==> src/rtl/counter_mod_n.sv <==
// counter_mod_n: modulo-MOD up/down counter with enable, clamped parallel load,
// wrap or saturate end behaviour, terminal-count, wrap pulse and sticky overflow.
// All state updates on the falling edge of clk; clr is an asynchronous active-low reset.
//
// Ports:
//   clk      in   clock (falling edge active)
//   clr      in   asynchronous reset, active low
//   en       in   count enable
//   up_dn    in   direction: 1 = up, 0 = down
//   load     in   synchronous parallel load (beats en)
//   load_val in   load value, clamped to MOD-1
//   ovf_clr  in   synchronous clear of ovf (a same-cycle set wins)
//   count    out  registered count, 0..MOD-1
//   tc       out  combinational terminal count for the current direction, gated by en
//   wrap     out  registered one-cycle pulse after a wrap or blocked saturation step
//   ovf      out  sticky overflow flag
module counter_mod_n #(
  parameter int unsigned WIDTH = 6,
  parameter int unsigned MOD   = 60,
  parameter bit          SAT   = 1'b0
) (
  input  logic             clk,
  input  logic             clr,
  input  logic             en,
  input  logic             up_dn,
  input  logic             load,
  input  logic [WIDTH-1:0] load_val,
  input  logic             ovf_clr,
  output logic [WIDTH-1:0] count,
  output logic             tc,
  output logic             wrap,
  output logic             ovf
);

  generate
    if (MOD < 2 || 64'(MOD) > (64'd1 << WIDTH)) begin : g_bad_mod
      $error("counter_mod_n: MOD must lie in 2..2**WIDTH");
    end
  endgenerate

  // Only the end value is held as a WIDTH-bit constant; MOD itself may not fit.
  localparam logic [WIDTH-1:0] LAST = WIDTH'(MOD - 1);

  logic             at_end;
  logic             end_evt;
  logic [WIDTH-1:0] count_nxt;

  always_comb begin
    at_end = up_dn ? (count == LAST) : (count == '0);
    tc     = en & at_end;
  end

  always_comb begin
    count_nxt = count;
    end_evt   = 1'b0;
    if (load) begin
      count_nxt = (load_val > LAST) ? LAST : load_val;
    end else if (en) begin
      if (at_end) begin
        end_evt = 1'b1;
        if (!SAT) begin
          count_nxt = up_dn ? '0 : LAST;
        end
      end else begin
        count_nxt = up_dn ? count + 1'b1 : count - 1'b1;
      end
    end
  end

  always_ff @(negedge clk or negedge clr) begin
    if (!clr) begin
      count <= '0;
      wrap  <= 1'b0;
      ovf   <= 1'b0;
    end else begin
      count <= count_nxt;
      wrap  <= end_evt;
      ovf   <= end_evt | (ovf & ~ovf_clr);
    end
  end

endmodule

==> config.mk <==
export PLATFORM = sky130hd
export DESIGN_NAME = counter_mod_n
export DESIGN_NICKNAME = d
export VERILOG_FILES = /design/src/rtl/counter_mod_n.sv
export SDC_FILE = /design/constraint.sdc
export NUM_CORES = 1
export LEC_CHECK = 0
export ABC_CLOCK_PERIOD_IN_PS = 1900
export CAP_MARGIN = 40
export CORE_MARGIN = 8
export CORE_UTILIZATION = 40
export DETAILED_ROUTE_END_ITERATION = 10
export GPL_TIMING_DRIVEN = 0
export PLACE_DENSITY = 0.74
export RECOVER_POWER = 50
export SLEW_MARGIN = 20
export SYNTH_ARGS = -nofsm -noshare
export SYNTH_HDL_FRONTEND = slang
export SYNTH_SLANG_ARGS = --single-unit
==> constraint.sdc <==
create_clock -name clk -period 1.9 [get_ports clk]
set_clock_uncertainty 0.05 [all_clocks]
set_input_delay 0.38 -clock clk [delete_from_list [all_inputs] [get_ports clk]]
set_output_delay 0.38 -clock clk [all_outputs]
set_load 0.005 [all_outputs]
; ---- Word-level counts from Yosys, hierarchy flattened
; Cells that the tools add are included.
[totals]
regBits = 8
input_bits = 12
word_cells = 23
memories = 0
rom_bits = 0
ramBits = 0
output_inout_bits = 9
latchBits = 0
[op_classes]
magnitude_cmp = 1
bitwise_logic = 4
multipliers = 0
shifts = 0
mux = 10
n_reduce_logical = 2
n_div = 0
n_addsub = 2
n_eq_ne = 1
[ops]
columns = operator, n
row1 = two-way mux 6 bit, 6
row2 = "adder 6 x 1 -> 6 bit, second input constant", 1
row3 = "== test 6 bit, second input constant", 1
row4 = "greater-than comparator 6 bit, second input constant", 1
row5 = zero test 6 bit, 1
row6 = "subtractor 6 x 1 -> 6 bit, second input constant", 1
row7 = two-way mux 1 bit, 4
row8 = AND 1 bit, 2
row9 = nonzero test 2 bit, 1
row10 = inverter 1 bit, 1
row11 = OR 1 bit, 1

; ---- Depth between registers and ports, before layout
[logic_depth]
word_depth = 6
ltp_mapped = 6
ltp_nobuf = 6

==> impl_metrics.toml <==
[critical_path]
start_kind = "register"
cp-end-kind = "output port"
rr_worst_depth = 8
required_ps = 1470
r2r_slack_ps = -100
critPathArrivalTime_ps = 2730
crit_family = "simple AND/OR/NAND/NOR gates"
path_cells = "or4_4 -> or2_1 -> and2_4 -> nor2_4 -> buf_6"
path_buf_inv = 1
cpMaxStageDelayCell = "or4_4"
critPathMaxFanout = 2
reg2reg_from = "count[0]"
r2r_end = "count[4]"
crit_type = "register to output port"
slowest_delay_ps = 540

[timing]
worst_pin_slew_ps = 410
holdWs_ps = 473
fin_ws_ps = -1260
drv_slew = 0
setup_viol = 17
grt_setup_unrepaired = "true"
hold_violations = 0
slew_headroom = 0.726

[die]
io_pins = 21
rows = 14
coreArea_um2 = 1510
dieWidth_um = 56.3
die_y_um = 56.3
dieArea_um2 = 3160
initial_core_util = 0.430

[global_routing]
grt_antenna_before_repair = 0
met2_usage = 0.268
globalRouteOverflowTotal = 0
busiest_layer = "met2"
grt_pass1_vias = 806
grt_use_total = 0.154
use_met1 = 0.164
grt_pass1_wl_um = 3880
grt_max_degree = 9
gr-usage-met3 = 0.0674

[logic_synthesis]
synth_fa_ha_area_frac = 0.108
syn_nets = 90
muxShareOfSynthArea = 0
yosys_warnings = 0
synth.ff_latch_count = 8
ys_seq_area_frac = 0.309
dominantRegCellSynth = "dfrtn_1"
postSynthCellCount = 73
synth-edff-count = 0
yosys.cell_types.count = 36
syn_area_um2 = 648
synth_top_family_by_area = "compound AO/OA/AOI/OAI gates"
synthArstFlopShare = 1.00
synth-xor-area-share = 0.0541
synthSimpleGateAreaFrac = 0.237
syn_area_per_cell_um2 = 8.88
synth-compound-area-share = 0.263

[pwr]
peakVddDrop_mv = 0.412
power_leakage_uw = 0.000599
power.total_uw = 883
power_density_nw_per_um2 = 680

[route]
drt_wl_total_um = 2880
vias = 867
drt_iter0_drc = 34
firstDrtPassIters = 4
vias_per_cell = 5.98
drc = 0
wl_per_cell_um = 19.9
antenna_left = 0

[clock_network]
htreeDepth = 1
cts_tree = "done"
clock-root-buffer = "clkbuf_4"
clock-sinks = 8
insertion_delay_ps = 270
cts_made_buffers = 3
clk_pin_slew_ps = 40
cts_max_path_buffers = 2

[layout]
fillers = 72
syn_to_final_growth_pct = 100
final_layout_size_suffix_gt1_frac = 0.581
diodes = 0
final_nets = 148

[placed_design]
globalplace.congestion = 0.881
port_buffers = 20
dp_hpwl_um = 1390

[hold_path]
worst_hold_path.num_cells = 2
worstHoldEndpoint = "ovf"
worstHoldStart = "ovf"
hold_path_class = "register to register"

[run]
maxCapViolations = 0

[run_status]
status = "finished with violations"
violations = "setup timing"
[cells in the mapped netlist, types with 2 or more instances]
| cell | instances | area (µm²) |
|---|---|---|
| a21oi_1 | 2 | 10.0 |
| and2_1 | 2 | 12.5 |
| o21ai_0 | 3 | 15.0 |
| dfrtn_1 | 8 | 200 |
| nor2_1 | 7 | 26.3 |
| ha_1 | 4 | 50.1 |
| nand2_1 | 8 | 30.0 |
| xnor2_1 | 2 | 17.5 |
| o31ai_1 | 2 | 15.0 |
| a21o_1 | 2 | 15.0 |
| a32oi_1 | 2 | 17.5 |
| inv_1 | 4 | 15.0 |
| a211o_1 | 2 | 17.5 |
| a31oi_1 | 2 | 12.5 |
| xor2_1 | 2 | 17.5 |
[cell usage in the layout (no fill, tap or decap), types with 3 or more instances in the layout]
cell | netlist | final
ha_4 | 0 | 3
buf_2 | 0 | 3
dfrtn_1 | 8 | 8
buf_4 | 0 | 21
clkbuf_4 | 0 | 3
nand2_1 | 8 | 8
buf_6 | 0 | 21
nor2_1 | 7 | 5
[routing by layer]
layer / wire length, µm / vias to the layer above
met2: 1460 / 46
li1: - / 384
met3: 218 / 14
met1: 1100 / 423
met4: 101 / 0
met5: 0 / -
[repair_timing]
action | 4_1_cts | 5_1_grt
endpoints found under the setup margin | 17 | 17
setup buffers | 20 | 17
pin swaps | 19 | 14
gates resized for setup | 83 | 20
hold buffers | 0 | 0
[cell families after synthesis]
| logic type | after synthesis |
|---|---|
| DFF | 8 |
| adders and majority gates | 5 |
| xor gates and xnor gates | 4 |
| buffers and inverters | 5 |
| and+or+nand+nor | 28 |
| AOI/OAI and AO/OA | 23 |
[state kept, by name (all words and copies together), names as in the netlist]
register and flops:
count 6, ovf 1, wrap 1
[worst min-delay path, cell delays in order, from the launching register on]
cell and delay, ps:
dfrtn_1 400, inv_1 50, o22ai_2 140
[stage by stage]
stage               setup slack, ps  instances  TNS, ps   util  instance area (µm²)
floorplan                      -875         73    -4620      -                  692
global placement              -1590        109   -14930  0.605                  912
global route                  -1300        145    -9250  0.862                 1300
finish                        -1260        145    -8790  0.862                 1300
CTS                           -1200        132    -7970  0.773                 1160
detailed placement            -1590        109   -15020  0.605                  912
[final cells by class]
type                            count  area (µm²)  share of cell area
Multi-Input combinational cell     60         529               0.408
Inverter                            4        21.3              0.0164
Tap cell                           16        20.0              0.0154
Timing Repair Buffer               53         492               0.379
Sequential cell                     8         200               0.154
Buffer                              1        13.8              0.0106
Clock buffer                        3        22.5              0.0173
[how the worst max path moves through the flow]
stage / to / cells after the start / startpoint / slack (ps)
after floorplan: tc / 4 / count[3] / -880
after global placement: count[5] / 7 / up_dn / -1590
after detailed placement: count[5] / 7 / up_dn / -1590
after CTS: tc / 5 / count[2] / -1200
after global routing: tc / 5 / count[3] / -1300
final: tc / 5 / count[3] / -1260
[where the power goes]
group / total, µW / internal, µW / switching (µW)
registers: 220 / 196 / 23.3
logic: 532 / 306 / 227
clock network: 131 / 72.3 / 58.5
total: 883 / 574 / 308
Power figures use the tool's default switching activity.
